`config.mk`:
```
export PLATFORM = sky130hd
export DESIGN_NAME = div_dispatcher
export DESIGN_NICKNAME = d
export VERILOG_FILES = /design/src/rtl/div_pkg.sv /design/src/rtl/div_req_fifo.sv /design/src/rtl/div_dispatcher.sv
export SDC_FILE = /design/constraint.sdc
export NUM_CORES = 1
export LEC_CHECK = 0
export ABC_AREA = 1
export BUFFER_PORTS_ARGS = -buffer_cell sky130_fd_sc_hd__clkbuf_2
export CORE_ASPECT_RATIO = 1.25
export CORE_UTILIZATION = 56
export DETAILED_ROUTE_END_ITERATION = 10
export PLACE_DENSITY = 0.79
export SLEW_MARGIN = 20
export SYNTH_ARGS = -nofsm -noshare
export SYNTH_HDL_FRONTEND = slang
export SYNTH_HIERARCHICAL = 1
export SYNTH_SLANG_ARGS = --single-unit
```
`constraint.sdc`:
```
create_clock -name clk_in -period 4.7 [get_ports clk_in]
set_input_delay 0.705 -clock clk_in [delete_from_list [all_inputs] [get_ports clk_in]]
set_output_delay 0.705 -clock clk_in [all_outputs]
set_load 0.005 [all_outputs]
```
`src/rtl/div_pkg.sv`:
```
// div_pkg: constants and types shared by the divider dispatcher and its FIFO.
//   DIV_WIDTH : default operand/result width
//   DIV_TAG_W : default caller tag width
//   DIV_DEPTH : default request FIFO depth
//   div_state_e : dispatcher state (IDLE = no divide outstanding,
//                 WAIT = one divide issued, waiting for its result)
package div_pkg;

  localparam int DIV_WIDTH = 32;
  localparam int DIV_TAG_W = 4;
  localparam int DIV_DEPTH = 4;

  typedef enum logic {
    IDLE = 1'b0,
    WAIT = 1'b1
  } div_state_e;

endpackage

```
`src/rtl/div_req_fifo.sv`:
```
// div_req_fifo: synchronous FIFO holding pending divide requests.
// Ports:
//   clk_in      : clock
//   rst_n_in    : asynchronous active-low reset, empties the FIFO
//   push        : write push_data (ignored while full)
//   push_data   : entry to write
//   pop         : drop the head entry (ignored while empty)
//   pop_data    : current head entry (valid while !empty)
//   full, empty : occupancy flags
module div_req_fifo #(
  parameter int DATA_W = 72,
  parameter int DEPTH  = 4
) (
  input  logic              clk_in,
  input  logic              rst_n_in,
  input  logic              push,
  input  logic [DATA_W-1:0] push_data,
  input  logic              pop,
  output logic [DATA_W-1:0] pop_data,
  output logic              full,
  output logic              empty
);

  localparam int AW = $clog2(DEPTH);
  localparam int CW = $clog2(DEPTH + 1);

  logic [DATA_W-1:0] mem [DEPTH];
  logic [AW-1:0]     wr_ptr_reg;
  logic [AW-1:0]     rd_ptr_reg;
  logic [CW-1:0]     count_reg;
  logic              push_en;
  logic              pop_en;

  assign full     = (count_reg == CW'(DEPTH));
  assign empty    = (count_reg == '0);
  assign push_en  = push && !full;
  assign pop_en   = pop && !empty;
  assign pop_data = mem[rd_ptr_reg];

  // Storage carries no reset; only the pointers and count define validity.
  always_ff @(posedge clk_in) begin
    if (push_en) begin
      mem[wr_ptr_reg] <= push_data;
    end
  end

  // DEPTH is a power of two, so the pointers wrap by natural overflow.
  always_ff @(posedge clk_in or negedge rst_n_in) begin
    if (!rst_n_in) begin
      wr_ptr_reg <= '0;
      rd_ptr_reg <= '0;
      count_reg  <= '0;
    end else begin
      if (push_en) begin
        wr_ptr_reg <= wr_ptr_reg + AW'(1);
      end
      if (pop_en) begin
        rd_ptr_reg <= rd_ptr_reg + AW'(1);
      end
      if (push_en && !pop_en) begin
        count_reg <= count_reg + CW'(1);
      end else if (pop_en && !push_en) begin
        count_reg <= count_reg - CW'(1);
      end
    end
  end

endmodule

```
`src/rtl/div_dispatcher.sv`:
```
// div_dispatcher: queues tagged divide requests and feeds them one at a time
// to a multi-cycle divider, returning each result with its tag in order.
// Ports:
//   clk_in, rst_n_in         : clock, asynchronous active-low reset
//   s_*                      : request side (dividend, divisor, tag, valid/ready)
//   div_dividend_out/divisor : operands to the divider, div_valid_out start pulse
//   div_quotient/remainder/error_in, div_valid_in : divider result pulse
//   div_busy_in              : divider cannot accept a start
//   m_*                      : result side (quotient, remainder, tag, error,
//                              valid/ready)
module div_dispatcher
  import div_pkg::*;
#(
  parameter int WIDTH = DIV_WIDTH,
  parameter int DEPTH = DIV_DEPTH,
  parameter int TAG_W = DIV_TAG_W
) (
  input  logic             clk_in,
  input  logic             rst_n_in,
  input  logic [WIDTH-1:0] s_dividend_in,
  input  logic [WIDTH-1:0] s_divisor_in,
  input  logic [TAG_W-1:0] s_tag_in,
  input  logic             s_valid_in,
  output logic             s_ready_out,
  output logic [WIDTH-1:0] div_dividend_out,
  output logic [WIDTH-1:0] div_divisor_out,
  output logic             div_valid_out,
  input  logic [WIDTH-1:0] div_quotient_in,
  input  logic [WIDTH-1:0] div_remainder_in,
  input  logic             div_error_in,
  input  logic             div_valid_in,
  input  logic             div_busy_in,
  output logic [WIDTH-1:0] m_quotient_out,
  output logic [WIDTH-1:0] m_remainder_out,
  output logic [TAG_W-1:0] m_tag_out,
  output logic             m_error_out,
  output logic             m_valid_out,
  input  logic             m_ready_in
);

  localparam int ENTRY_W = 2 * WIDTH + TAG_W;

  logic               fifo_full;
  logic               fifo_empty;
  logic [ENTRY_W-1:0] head;
  logic [WIDTH-1:0]   head_dividend;
  logic [WIDTH-1:0]   head_divisor;
  logic [TAG_W-1:0]   head_tag;

  div_state_e         state_reg;
  div_state_e         state_next;
  logic               issue;
  logic               capture;

  logic               div_valid_reg;
  logic [WIDTH-1:0]   div_dividend_reg;
  logic [WIDTH-1:0]   div_divisor_reg;
  logic [TAG_W-1:0]   tag_reg;
  logic               m_valid_reg;
  logic               m_error_reg;
  logic [WIDTH-1:0]   m_quotient_reg;
  logic [WIDTH-1:0]   m_remainder_reg;
  logic [TAG_W-1:0]   m_tag_reg;

  div_req_fifo #(
    .DATA_W (ENTRY_W),
    .DEPTH  (DEPTH)
  ) u_req_fifo (
    .clk_in    (clk_in),
    .rst_n_in  (rst_n_in),
    .push      (s_valid_in),
    .push_data ({s_dividend_in, s_divisor_in, s_tag_in}),
    .pop       (issue),
    .pop_data  (head),
    .full      (fifo_full),
    .empty     (fifo_empty)
  );

  assign head_dividend = head[ENTRY_W-1 -: WIDTH];
  assign head_divisor  = head[TAG_W +: WIDTH];
  assign head_tag      = head[TAG_W-1:0];

  // Ready depends on occupancy only, never on s_valid_in.
  assign s_ready_out = !fifo_full;

  always_ff @(posedge clk_in or negedge rst_n_in) begin
    if (!rst_n_in) begin
      state_reg <= IDLE;
    end else begin
      state_reg <= state_next;
    end
  end

  // A new divide starts only when the output register is free, so a result
  // can never arrive while the previous one is still waiting for the consumer.
  always_comb begin
    state_next = state_reg;
    issue      = 1'b0;
    capture    = 1'b0;
    case (state_reg)
      IDLE: begin
        if (!fifo_empty && !m_valid_reg && !div_busy_in) begin
          issue      = 1'b1;
          state_next = WAIT;
        end
      end
      WAIT: begin
        if (div_valid_in) begin
          capture    = 1'b1;
          state_next = IDLE;
        end
      end
      default: state_next = IDLE;
    endcase
  end

  // div_valid_in outside WAIT is a leftover from a divide abandoned by reset
  // and is dropped because capture is only raised in WAIT.
  always_ff @(posedge clk_in or negedge rst_n_in) begin
    if (!rst_n_in) begin
      div_valid_reg    <= 1'b0;
      div_dividend_reg <= '0;
      div_divisor_reg  <= '0;
      tag_reg          <= '0;
      m_valid_reg      <= 1'b0;
      m_error_reg      <= 1'b0;
      m_quotient_reg   <= '0;
      m_remainder_reg  <= '0;
      m_tag_reg        <= '0;
    end else begin
      div_valid_reg <= issue;
      if (issue) begin
        div_dividend_reg <= head_dividend;
        div_divisor_reg  <= head_divisor;
        tag_reg          <= head_tag;
      end
      if (capture) begin
        m_valid_reg     <= 1'b1;
        m_error_reg     <= div_error_in;
        m_quotient_reg  <= div_quotient_in;
        m_remainder_reg <= div_remainder_in;
        m_tag_reg       <= tag_reg;
      end else if (m_valid_reg && m_ready_in) begin
        m_valid_reg <= 1'b0;
      end
    end
  end

  assign div_valid_out    = div_valid_reg;
  assign div_dividend_out = div_dividend_reg;
  assign div_divisor_out  = div_divisor_reg;
  assign m_valid_out      = m_valid_reg;
  assign m_error_out      = m_error_reg;
  assign m_quotient_out   = m_quotient_reg;
  assign m_remainder_out  = m_remainder_reg;
  assign m_tag_out        = m_tag_reg;

endmodule

```
==> flow_summary_export.csv, run 1 <==
group,metric,value,unit
run_status,outcome,"completed",
yosys,ys_ff_latch,419,
timing,clock_skew,0.0114,ns
flow_run,max_cap_viol_count,0,
route,ant_nets,0,
floorplan,std_cell_rows,70,
timing,worst_pin_slew,1.09,ns
cts,cts_root_buffer_type,"clkbuf_16",
setup_path,worst_reg_to_reg_setup_slack,1.87,ns
final_layout,largest_reg_flops,272,
cts,clk_transition_reported_paths,0.06,ns
floorplan,chipWidth,157,um
setup_path,cp-start-kind,"flop",
setup_path,timing_worst_setup_path_type,"reg -> reg",
timing,slew-limit-headroom,27.4,%
global_route,grt_first_pass_wirelength,55700,um
cts,cts-hold-fix-buffers,0,
cts,postCtsSetupBuffers,0,
power_and_ir_drop,powerDensity,642,nW/um^2
route,detailedRoute.firstIterationViolations,846,
timing,slew_viol_final,0,
timing,fin_hold_ws,0.194,ns
final_layout,largest_register,"u_req_fifo/mem",
global_route,grt_pass1_vias,10900,
global_route,grt.overflow.total,0,
power_and_ir_drop,vdd.ir_drop.worst,375,uV
setup_path,worstSetupEndpointType,"flop",
timing,fin_crit_sh,60.1,%
route,routed_vias,11200,
setup_path,r2r_cells,12,
setup_path,data_arrival_time_of_the_worst_path,3.23,ns
timing,tns,0,ns
cts,cts_htree_levels,2,
setup_path,crit_path_max_fanout,34,
route,drcViolationCount,0,
setup_path,crit_required,5.10,ns
timing,post-route-min-period,2.83,ns
setup_path,reg2reg_from,"u_req_fifo/count_reg[0]",
timing,grt_setup_unrepaired,"no",
cts,cts_max_path_bufs,3,
global_route,pin_count_of_the_biggest_net_entering_global_routing,189,
floorplan,top_level_ports,275,
yosys,seq_area_frac_synth,70.0,%
power_and_ir_drop,leakagePower,0.00911,uW
placement,dp.final_hpwl,22100,um
timing,timing_hold_violations_final,0,
final_layout,nets,1845,
cts,clk-insertion-delay-late,0.53,ns
route,wl_per_cell,17.0,um
route,detail_route.first_pass.iterations,5,
cts,cts_tree,"yes",
yosys,ys_types,25,
final_layout,layout-drive-gt1-share,21.4,%
cts,post_cts.resized_instances,0,
timing,achievable-frequency,354,MHz
global_route,antenna_found_initial,3,
global_route,grt_use_total,23.6,%
cts,cts-buffers-inserted,39,
cts,numClockSinks,419,
route,route.detailed.vias_per_inst,5.25,
floorplan,floorplan.core_area,29500,um^2
setup_path,regToRegEndpoint,"u_req_fifo/count_reg[1]",
worst_hold_path,holdCritPathClass,"in -> async",
placement,portBuffers,274,
yosys,avgSynthCellArea,11.6,um^2
yosys,yosysWarnings,6,
final_layout,areaGrowthSynthToFinish,16.2,%
route,wirelength,36100,um
yosys,netlist_instances,1460,
floorplan,initial_utilization,57.3,%
floorplan,dieArea,30900,um^2
timing,setup_viol,0,
floorplan,die_h,196,um
yosys,synth_nets,1605,
placement,place.gp.congestion,0.747,
yosys,synth.cell_area,16900,um^2
==> cell families after synthesis <==
family | Yosys count | synth area share, %
adder cells (fa/ha/maj) | 6 | 0.488
flip-flops | 419 | 70.0
buffers and inverters | 247 | 7.48
XOR/XNOR | 1 | 0.0518
AO/OA/AOI/OAI | 139 | 6.42
AND/OR/NAND/NOR | 648 | 15.5
==> report_power, final <==
| group | leakage, uW | internal [uW] | switching (uW) |
|---|---|---|---|
| combinational | 0.00414 | 1300 | 2570 |
| sequential | 0.00432 | 5060 | 438 |
| clock | 0.000652 | 1940 | 1310 |
==> cells in the final DEF, fill, tap and decap left out, types with 2 or more instances in the layout <==
cell,synthesis,layout
clkinv_1,0,4
inv_1,156,156
ha_1,5,5
diode_2,0,4
o211ai_2,10,10
buf_12,0,2
dfrtp_1,147,145
nand3_1,144,144
edfxtp_1,272,272
clkbuf_16,0,42
clkbuf_2,1,273
clkbuf_8,1,5
clkinvlp_4,0,3
o211ai_1,126,126
nand2_1,496,495
clkinv_4,0,2
clkinv_2,0,4
nor2_4,1,6
dfrtp_2,0,2
clkbuf_1,15,6
bufinv_16,0,4
o21ai_0,3,3
buf_4,3,12
==> per-layer routing <==
metal  vias to the layer above  wire length [um]  part of all wire [%]  global-route usage, %
met2                       377             18600                    51                   42.4
met4                         0              1210                   3.4                   10.6
met1                      5333             13700                    38                   26.6
li1                       5389                 -                     -                      -
met5                         -                 0                     0                      0
met3                        80              2660                   7.4                   5.15
==> synthesized netlist by cell type <==
master | n | area (um^2)
nand3_1 | 144 | 721
inv_2 | 1 | 3.75
o211ai_1 | 126 | 946
dfrtp_1 | 147 | 3680
inv_4 | 1 | 6.26
clkbuf_8 | 1 | 13.8
inv_1 | 156 | 586
nand2_1 | 496 | 1860
buf_6 | 37 | 417
ha_1 | 5 | 62.6
o211ai_2 | 10 | 125
clkbuf_2 | 1 | 5.00
buf_4 | 3 | 22.5
nor2_2 | 1 | 6.26
buf_1 | 3 | 11.3
edfxtp_1 | 272 | 8170
o21ai_0 | 3 | 15.0
nor2_1 | 4 | 15.0
nand2_2 | 1 | 6.26
fa_1 | 1 | 20.0
nand4_1 | 1 | 6.26
buf_2 | 29 | 145
nor2_4 | 1 | 11.3
clkbuf_1 | 15 | 56.3
xnor2_1 | 1 | 8.76
==> worst max-delay path by stage <==
stage | endpoint | cells past startpoint | slack, ns | from
after floorplan | u_req_fifo/mem[0][0] | 2 | 0.51 | s_valid_in
after global placement | u_req_fifo/count_reg[1] | 12 | 2.05 | u_req_fifo/count_reg[0]
after detailed placement | u_req_fifo/count_reg[1] | 12 | 2.00 | u_req_fifo/count_reg[0]
after CTS | u_req_fifo/count_reg[1] | 12 | 1.93 | u_req_fifo/count_reg[0]
after global routing | u_req_fifo/count_reg[1] | 12 | 1.68 | u_req_fifo/count_reg[0]
final | u_req_fifo/count_reg[1] | 12 | 1.87 | u_req_fifo/count_reg[0]
==> critical path: stages, from the launching register on <==
cell and delay (ns):
dfrtp_1 0.42, inv_1 0.09, nand3_1 0.16, inv_1 0.10, nor2_4 0.67, nand2_2 0.10
inv_1 0.15, nand2_1 0.10, ha_1 0.21, inv_1 0.09, fa_1 0.41, nand2_1 0.09
o21ai_0 0.09
==> cell type report <==
cell class,count,area (um^2)
flip-flops and latches,419,11800
fillers,2205,9860
multi-input cells,794,3850
repair buffers,288,1510
clock buffers,54,1150
inverters,158,603
well taps,396,495
clock inverters,17,195
diodes,4,10.0
==> through the flow <==
stage / cells / util, % / setup WS [ns] / total power, uW / area [um^2]
after floorplan: 1460 / - / 0.515 / 8290 / 16900
after global placement: 2055 / 62.0 / 2.05 / 9290 / 18300
after detailed placement: 2055 / 62.0 / 2.00 / 9460 / 18300
after CTS: 2126 / 66.6 / 1.93 / 12700 / 19600
after global routing: 2128 / 66.6 / 1.68 / 13400 / 19700
final: 2130 / 66.6 / 1.87 / 12600 / 19700
Note: power is estimated with default switching activity, not from simulation.
==> inputs of run 2 (changes only) <==
--- a/config.mk
+++ b/config.mk
@@ -8,9 +8,9 @@
 export ABC_AREA = 1
 export BUFFER_PORTS_ARGS = -buffer_cell sky130_fd_sc_hd__clkbuf_2
 export CORE_ASPECT_RATIO = 1.25
-export CORE_UTILIZATION = 56
+export CORE_UTILIZATION = 51
 export DETAILED_ROUTE_END_ITERATION = 10
-export PLACE_DENSITY = 0.79
+export PLACE_DENSITY = 0.76
 export SLEW_MARGIN = 20
 export SYNTH_ARGS = -nofsm -noshare
 export SYNTH_HDL_FRONTEND = slang
==> constraint.sdc (replaced) <==
create_clock -name clk_in -period 2.29 [get_ports clk_in]
set_input_delay 0.3435 -clock clk_in [delete_from_list [all_inputs] [get_ports clk_in]]
set_output_delay 0.3435 -clock clk_in [all_outputs]
set_load 0.005 [all_outputs]
==> run 2 against run 1 <==
Effect of this change:
- non-clock buffer count increased by 46
- sequential power is 110% higher
- core utilization decreased by 4.9 points
- critical path type unchanged
- first-iteration DRC count decreased by 1.1%
- combinational power increased by 120%
- clock power rose by 100%
- total power up 110%
- register-to-register slack lost 1.7 ns
- design area is 2.7% higher
==> flow_summary_export.csv, run 2 (synthesis gave the netlist of run 1 again) <==
group,metric,value,unit
run_status,outcome,"completed",
setup_path,crit_path_max_fanout,5,
setup_path,critical_path_launch_point,"u_req_fifo/count_reg[0]",
worst_hold_path,whs_path_depth,1,
flow_run,max_cap_viol_count,0,
floorplan,floorplan.core_area,32700,um^2
floorplan,std_cell_rows,74,
timing,fin_crit_sh,91.5,%
timing,slew-limit-headroom,43.7,%
setup_path,data_arrival_time_of_the_worst_path,2.53,ns
cts,cts-buffers-inserted,40,
worst_hold_path,worst_hold_startpoint,"s_divisor_in[1]",
final_layout,flip_flop_and_latch_area,11800,um^2
setup_path,reg2reg_from,"u_req_fifo/count_reg[0]",
timing,grt_setup_unrepaired,"no",
route,route.detailed.vias_per_inst,5.19,
route,detail_route.first_pass.iterations,7,
timing,achievable-frequency,477,MHz
cts,cts_tree,"yes",
final_layout,areaGrowthSynthToFinish,19.3,%
final_layout,finish.utilization,61.7,%
power_and_ir_drop,leakagePower,0.00935,uW
cts,clk-insertion-delay-late,0.55,ns
worst_hold_path,holdCritPathClass,"in -> reg",
placement,portBuffers,274,
route,drcViolationCount,0,
placement,placed_cells,2097,
setup_path,timing_worst_setup_path_type,"reg -> reg",
timing,slew_viol_final,0,
floorplan,die_h,206,um
timing,timing_hold_violations_final,0,
cts,cts_htree_levels,2,
route,ant_nets,0,
global_route,grt.overflow.total,0,
setup_path,r2r_cells,14,
final_layout,multi_input_gate_area,3850,um^2
timing,fin_hold_ws,0.0227,ns
setup_path,cp-start-kind,"flop",
final_layout,most-common-layout-cells,"495 x nand2_1, 273 x clkbuf_2, 272 x edfxtp_1",
global_route,antenna_found_initial,2,
floorplan,top_level_ports,275,
route,detailedRoute.firstIterationViolations,837,
route,wl_per_cell,17.3,um
timing,tns,0,ns
global_route,grt_use_total,22.4,%
timing,worst_pin_slew,0.845,ns
timing,clock_skew,0.0114,ns
route,wirelength,37900,um
setup_path,crit_required,2.72,ns
power_and_ir_drop,powerDensity,1300,nW/um^2
final_layout,layout_commonest_cell,"nand2_1",
final_layout,largest_register,"u_req_fifo/mem",
global_route,grt_pass1_vias,11300,
final_layout,final.fill_count,2543,
setup_path,worstSetupEndpointType,"flop",
power_and_ir_drop,vdd.ir_drop.worst,885,uV
cts,postCtsSetupBuffers,0,
global_route,pin_count_of_the_biggest_net_entering_global_routing,81,
timing,post-route-min-period,2.10,ns
final_layout,layout-drive-gt1-share,22.2,%
route,routed_vias,11400,
cts,cts_max_path_bufs,3,
cts,cts_root_buffer_type,"clkbuf_16",
floorplan,dieArea,33900,um^2
placement,place.gp.congestion,0.792,
timing,setup_viol,0,
cts,clk_transition_reported_paths,0.06,ns
floorplan,chipWidth,165,um
final_layout,final_cell_count_without_fillers,2197,
placement,dp.final_hpwl,22700,um
final_layout,nets,1892,
global_route,grt_first_pass_wirelength,58000,um
cts,numClockSinks,419,
power_and_ir_drop,finalPower,26200,uW
final_layout,largest_reg_flops,272,
floorplan,initial_utilization,51.8,%
==> run 2: changes by cell type in the layout (fill, tap and decap cells not counted), moves of 2 or more <==
cell | previous run | this run
dlygate4sd3_1 | 0 | 26
buf_12 | 2 | 12
bufinv_16 | 4 | 1
clkinv_2 | 4 | 8
clkinv_1 | 4 | 2
buf_4 | 12 | 22
diode_2 | 4 | 2
inv_6 | 0 | 2
==> run 2: power by group <==
group | switching, uW | internal, uW
combinational | 5450 | 2970
clock | 2730 | 3740
sequential | 954 | 10400
total | 9130 | 17100
==> run 2: layout make-up <==
type / count / area share, %
sequential: 419 / 58.7
clock buffer: 56 / 5.87
tap: 418 / 2.59
inverter: 158 / 2.99
antenna: 2 / 0.0248
multi-input combinational: 794 / 19.1
timing repair buffer: 334 / 10.1
clock inverter: 16 / 0.589
==> run 2: critical path, cell delays in order (launching register included) <==
cell and delay [ns]:
dfrtp_1 0.43, inv_1 0.11, nand3_2 0.11, inv_1 0.11, nor2_4 0.06, nand2_4 0.05
inv_1 0.07, nand2_1 0.09, ha_1 0.16, inv_1 0.06, fa_1 0.39, nand2_1 0.11
nand3_1 0.09, nand2_1 0.08, nand2_1 0.05
==> run 2: worst paths after layout <==
check,to,slack (ns)
setup / recovery,u_req_fifo/count_reg[2],0.19
min in group asynchronous,m_quotient_out[7],0.31
hold reg to reg,div_divisor_out[31],0.47
hold / removal,u_req_fifo/mem[3][5],0.02
setup reg to reg,u_req_fifo/count_reg[2],0.19
max in group asynchronous,u_req_fifo/wr_ptr_reg[1],1.36
==> run 2: per-layer routing <==
| layer | vias to the layer above | part of all wire (%) | track usage [%] |
|---|---|---|---|
| li1 | 5486 | - | - |
| met1 | 5493 | 39 | 25.9 |
| met2 | 368 | 51 | 40.6 |
| met3 | 62 | 6.8 | 4.76 |
| met4 | 0 | 2.5 | 8.03 |
| met5 | - | 0 | 0 |
==> run 2: timing repair <==
action                                  CTS  global route
resized for setup                         0             1
endpoints found under the setup margin    0             1
hold buffers                             26             0
endpoints found under the hold margin   117             0
==> run 2: stage by stage <==
stage                     setup WS (ns)  area (um^2)
final                             0.194        20200
after global placement            0.277        18600
after global routing             0.0442        20200
after detailed placement          0.163        18600
after CTS                         0.151        20200
after floorplan                  -0.677        16900
